<file path="config.mk">
export PLATFORM = sky130hd
export DESIGN_NAME = mem_ctrl
export DESIGN_NICKNAME = d
export VERILOG_FILES = /design/src/rtl/mem_ctrl.sv
export SDC_FILE = /design/constraint.sdc
export NUM_CORES = 1
export LEC_CHECK = 0
export CORE_ASPECT_RATIO = 0.75
export CORE_MARGIN = 2
export CORE_UTILIZATION = 46
export CTS_BUF_LIST = sky130_fd_sc_hd__clkbuf_4 sky130_fd_sc_hd__clkbuf_8
export CTS_CLUSTER_DIAMETER = 80
export DETAILED_ROUTE_END_ITERATION = 7
export GPL_TIMING_DRIVEN = 0
export PLACE_DENSITY = 0.93
export SYNTH_ARGS = -nofsm -noshare
export SYNTH_HDL_FRONTEND = slang
export SYNTH_SLANG_ARGS = --single-unit
</file>
<file path="constraint.sdc">
create_clock -name clk -period 2.6 [get_ports clk]
set_input_delay 0.39 -clock clk [delete_from_list [all_inputs] [get_ports clk]]
set_output_delay 0.39 -clock clk [all_outputs]
set_load 0.1 [all_outputs]
</file>
<file path="src/rtl/mem_ctrl.sv">
// mem_ctrl: memory-side responder for the core's load/store handshake.
// Takes single-cycle read/write requests from the decoder, runs each one on
// an external req/ack bus (with optional ack timeout), and reports back via
// mem_busy (stall) and mem_ready (read data valid). All outputs are flops.
module mem_ctrl #(
    parameter int ADDR_W  = 16,
    parameter int DATA_W  = 16,
    parameter int TIMEOUT = 255
) (
    input  logic              clk,
    input  logic              rst,
    input  logic              ram_read,
    input  logic              ram_write,
    input  logic              ram_read_done,
    input  logic [ADDR_W-1:0] addr,
    input  logic [DATA_W-1:0] wdata,
    output logic              mem_busy,
    output logic              mem_ready,
    output logic [DATA_W-1:0] rdata,
    output logic              bus_req,
    output logic              bus_we,
    output logic [ADDR_W-1:0] bus_addr,
    output logic [DATA_W-1:0] bus_wdata,
    input  logic              bus_ack,
    input  logic [DATA_W-1:0] bus_rdata,
    output logic              bus_err
);

    // Counter only needs to hold 0..TIMEOUT-1; it fires on the last waiting cycle.
    localparam int CNT_W = ($clog2(TIMEOUT) > 0) ? $clog2(TIMEOUT) : 1;
    localparam logic [CNT_W-1:0] CNT_LAST = CNT_W'(TIMEOUT - 1);

    typedef enum logic [1:0] {
        IDLE     = 2'd0,
        RD_WAIT  = 2'd1,
        RD_READY = 2'd2,
        WR_WAIT  = 2'd3
    } state_t;

    state_t             state, state_n;
    logic [CNT_W-1:0]   cnt, cnt_n;
    logic               timeout_hit;
    logic               busy_n, ready_n, req_n, we_n, err_n;
    logic [DATA_W-1:0]  rdata_n, wdata_n;
    logic [ADDR_W-1:0]  addr_n;

    // Timeout fires when this waiting cycle is the TIMEOUT-th one; 0 disables it.
    assign timeout_hit = (TIMEOUT != 0) && (cnt == CNT_LAST);

    // Register state, counter and every output; reset abandons any access.
    always_ff @(posedge clk) begin
        if (rst) begin
            state     <= IDLE;
            cnt       <= '0;
            mem_busy  <= 1'b0;
            mem_ready <= 1'b0;
            bus_req   <= 1'b0;
            bus_we    <= 1'b0;
            bus_err   <= 1'b0;
            rdata     <= '0;
            bus_addr  <= '0;
            bus_wdata <= '0;
        end else begin
            state     <= state_n;
            cnt       <= cnt_n;
            mem_busy  <= busy_n;
            mem_ready <= ready_n;
            bus_req   <= req_n;
            bus_we    <= we_n;
            bus_err   <= err_n;
            rdata     <= rdata_n;
            bus_addr  <= addr_n;
            bus_wdata <= wdata_n;
        end
    end

    // Next-state and next-output logic; bus_ack is only looked at while waiting.
    always_comb begin
        state_n = state;
        cnt_n   = cnt;
        err_n   = 1'b0;
        we_n    = bus_we;
        rdata_n = rdata;
        addr_n  = bus_addr;
        wdata_n = bus_wdata;

        case (state)
            IDLE: begin
                // A write takes priority; a simultaneous read is dropped.
                if (ram_write) begin
                    addr_n  = addr;
                    wdata_n = wdata;
                    we_n    = 1'b1;
                    cnt_n   = '0;
                    state_n = WR_WAIT;
                end else if (ram_read) begin
                    addr_n  = addr;
                    we_n    = 1'b0;
                    cnt_n   = '0;
                    state_n = RD_WAIT;
                end
            end
            RD_WAIT: begin
                if (bus_ack) begin
                    rdata_n = bus_rdata;
                    state_n = RD_READY;
                end else if (timeout_hit) begin
                    rdata_n = '1;
                    err_n   = 1'b1;
                    state_n = RD_READY;
                end else begin
                    cnt_n = cnt + CNT_W'(1);
                end
            end
            RD_READY: begin
                if (ram_read_done) state_n = IDLE;
            end
            WR_WAIT: begin
                if (bus_ack || timeout_hit) begin
                    err_n   = !bus_ack;
                    state_n = IDLE;
                end else begin
                    cnt_n = cnt + CNT_W'(1);
                end
            end
            default: state_n = IDLE;
        endcase

        busy_n  = (state_n == RD_WAIT) || (state_n == WR_WAIT);
        req_n   = busy_n;
        ready_n = (state_n == RD_READY);
    end

endmodule
</file>
Word level (Yosys, flattened, before mapping)

Cells that the tools add are included.

Flip-flop bits (word level): 62
Latch bits: 0
RAM bits: 0
Bits in read-only memories: 0
Output and inout bits: 53
Memories kept: 0

Add/subtract/negate cells: 1
Multiply operators: 0
Divide/modulo/power cells: 0
$lt $le $gt $ge: 0
Equal/unequal tests: 11
Shifts and indexed selects: 0
Multiplexer cells: 23
Bitwise operators: 0
Reduce and logical (&&, ||, !) cells: 11

Operator list:

| kind                                                            | number |
|---|---|
| 16-bit 2-to-1 mux                                               | 4 |
| 8-bit 2-to-1 mux                                                | 5 |
| 8-bit case mux with 3 select lines                              | 1 |
| 2-bit 2-to-1 mux                                                | 6 |
| 8-bit by 1-bit adder with 8-bit output, second input constant   | 1 |
| 2-bit == test, second input constant                            | 4 |
| 8-bit == test, second input constant                            | 1 |
| 2-bit case mux with 4 select lines                              | 1 |
| 2-bit inequality test, second input constant                    | 3 |
| 2-bit AND reduction                                             | 3 |
| 1-bit 2-to-1 mux                                                | 5 |
| 5-bit AND reduction                                             | 1 |
| 2-bit by 1-bit == test with 1-bit output, second input constant | 2 |
| 2-bit nonzero test                                              | 2 |
| 3-bit inequality test, second input constant                    | 1 |
| 3-bit nonzero test                                              | 1 |
| 2-bit zero test                                                 | 1 |
| 1-bit logical OR                                                | 2 |
| 1-bit case mux with 2 select lines                              | 1 |
| 1-bit zero test                                                 | 1 |

Logic depth before layout (Yosys ltp)

Word-level depth: 6
Depth in mapped cells: 7
Mapped depth without buffers: 6

Least setup slack after synthesis

No wires, ideal clock.

Path type: reg-to-output
Start point: reg bus_req (netlist name)
End point: out mem_busy
Arrival time: 1.356 ns
Data required time: 2.210 ns
Path slack: 0.854 ns
Stages on the path, launching flop included: 2
Buffers on the path: 1
Path through: dfxtp_1 > buf_4

RTL lines:

| item             | RTL line | RTL |
|---|---|---|
| end: declaration | 17       | `output logic mem_busy,` |

==> results_dict.tcl <==
set metrics [dict create \
    status "finished, final reports clean" \
    pin_count 107 \
    fin_nets 457 \
    portBuffers 106 \
    p_seq_share_pct 35.3 \
    ys.flop_type "dfxtp_1" \
    clock_path_buffers 2 \
    core_area_sq_um 4930 \
    reg2reg_from "cnt[0]" \
    grt_pass1_wl_um 10200 \
    wl_um 6300 \
    post_cts_resize_count 0 \
    path_max_fanout 2 \
    worstHoldStart "bus_addr[7]" \
    yosysSeqAreaShare_pct 52.6 \
    gp_congestion 0.843 \
    fin_skew_ps 10.7 \
    leakage_nw 1.45 \
    clk_pin_slew_ps 60 \
    final_cells 466 \
    rows 22 \
    cts-root-buf "clkbuf_8" \
    ant_nets 0 \
    hold_viol 0 \
    syn_avg_cell_area_sq_um 8.31 \
    internal-power_mw 1.92 \
    synthesis.area_sq_um 2360 \
    first_iter_violations 105 \
    swShare_pct 36.5 \
    max_freq_ghz 0.436 \
    critPathRequiredTime_ps 2210 \
    critPathKind "reg2out" \
    vias 2320 \
    setup_viol 0 \
    drcViolationCount 0 \
    clock_latency_ps 340 \
    fin_setup_tns_ps 0 \
    grt_antenna_before_repair 0 \
    grt_max_degree 13 \
    cts_buffers 9 \
    tightest_slew_ps 1020 \
    arrival_ps 1900 \
    synthArstFlopShare_pct 0 \
    end_kind "primary output" \
    first_pass_iters 4 \
    cp-start-kind "flip-flop" \
    n_fill_cell 403 \
    switchingPower_mw 1.10 \
    clockPowerShare_pct 33.9 \
    multi_input_area_sq_um 980 \
    dieHeight_um 66.0 \
    area_growth_syn_to_layout_pct 58.6 \
    post-route-period-util_pct 88.2 \
    n_antenna_cell 0 \
    finalMaxSlewViolations 0 \
    ys_warn_count 0 \
    power_density_nw_per_um2 806 \
    regArea_sq_um 1240 \
    cts_setup_buffers 0 \
    ys_ff_latch 62 \
    grt_overflow 0 \
    synth_fp_nets 340 \
    grt_usage_pct 23.0 \
    cts_tree "done" \
    crit_path_start "bus_req" \
    hold_buffers 0 \
    synth_cell_types 34 \
    dp.cells 450 \
    floorplan.die.width_um 86.7 \
    start_util_pct 47.9 \
    htree_levels 3 \
    hp-class "reg2reg" \
    synth_cells 284 \
    maxSlewHeadroom_pct 32.0 \
    wl_per_cell_um 13.5 \
    rsz0062_at_grt "no" \
    vdd_drop_max_mv 0.457 \
    clock-sinks 62 \
    die_area_sq_um 5720 \
    grt_pass1_vias 2282 \
    combPwrFrac_pct 30.8 \
    dpl.hpwl_um 4620 \
    drive_above_1_share_pct 6.65 \
    maxCapViolCount 0 \
    synth_edf_count 0 \
    viasPerCell 4.98 \
    period_needed_ps 2290 \
]
cell usage after synthesis (3+ instances only):
cell type  instances  share of area (%)
a21oi_1           57                 12
buf_2              6                1.3
clkbuf_1           6               0.95
dfxtp_1           62                 53
inv_1             18                2.9
nand2_1           69                 11
nand2b_1           3               0.80
nand3_1            5                1.1
nor2_1             8                1.3
o21a_1            17                5.4
o21ai_0            3               0.64
path summary, 6_finish.rpt:
path | to | slack [ps] | depth (start not counted)
min | bus_addr[7] | 460 | 2
max reg2reg | rdata[5] | 850 | 7
min reg2reg | bus_addr[7] | 460 | 2
max | mem_busy | 310 | 2
logic make-up after synthesis:
logic type / after synthesis / synth area share [%]
compound gates: 85 / 21.0
buf+inv: 33 / 5.88
simple gates: 98 / 18.0
fa+ha+maj: 2 / 1.06
xor+xnor: 4 / 1.48
flops: 62 / 52.6
sequential cells by signal (all words and copies together), names as in the netlist:
| name | count |
|---|---|
| bus_addr | 16 |
| bus_wdata | 16 |
| rdata | 16 |
| cnt | 8 |
| state | 2 |
| bus_err | 1 |
| bus_req | 1 |
| bus_we | 1 |
| mem_ready | 1 |
metrics by stage:
step | worst slack [ps] | total power, mW | hold WS [ps] | area (sq um) | utilization [%]
floorplan | 854 | 1.75 | 480 | 2360 | -
global placement | 621 | 2.00 | 440 | 3500 | 70.9
detailed placement | 557 | 2.01 | 446 | 3500 | 70.9
CTS | 306 | 3.03 | 457 | 3740 | 76.0
global route | 279 | 3.14 | 473 | 3740 | 76.0
finish | 306 | 3.02 | 456 | 3740 | 76.0
power groups by stage:
stage               registers [mW]  clock network (mW)  logic, mW
floorplan                     1.56                   0      0.186
global placement              1.08                   0      0.918
detailed placement            1.08                   0      0.928
CTS                           1.06                1.04      0.933
global route                  1.07                1.09      0.972
finish                        1.06                1.02      0.929
placed cells by master (no fill, tap or decap), types with 3 or more instances in the layout:
master / instances
nor2_1: 8
dfxtp_1: 62
bufinv_16: 3
o21ai_0: 3
nand2_1: 69
nand3_1: 5
buf_2: 6
o21a_1: 17
clkbuf_1: 6
clkdlybuf4s50_1: 106
clkbuf_8: 9
inv_1: 18
a21oi_1: 57
nand2b_1: 3
routing by layer:
| metal | vias to the layer above | share of wire (%) | GRT usage, % |
|---|---|---|---|
| met5 | - | 0 | 0 |
| met4 | 0 | 1.8 | 8.20 |
| met3 | 13 | 7.6 | 9.11 |
| met2 | 82 | 47 | 38.4 |
| met1 | 1044 | 44 | 26.8 |
| li1 | 1181 | - | - |
area by class of cell:
cell class	instances	area share, %
multi-input combinational	189	26.2
timing repair buffer	106	28.4
clock buffer	9	3.31
sequential	62	33.2
inverter	18	1.81
clock inverter	7	3.28
tap	60	2.01
buffer	15	1.91
critical path: stages, from the launching register on:
cell and delay, ps:
dfxtp_1 350, buf_4 110, clkdlybuf4s50_1 1110
No activity file was read; power rests on OpenSTA's default activity.
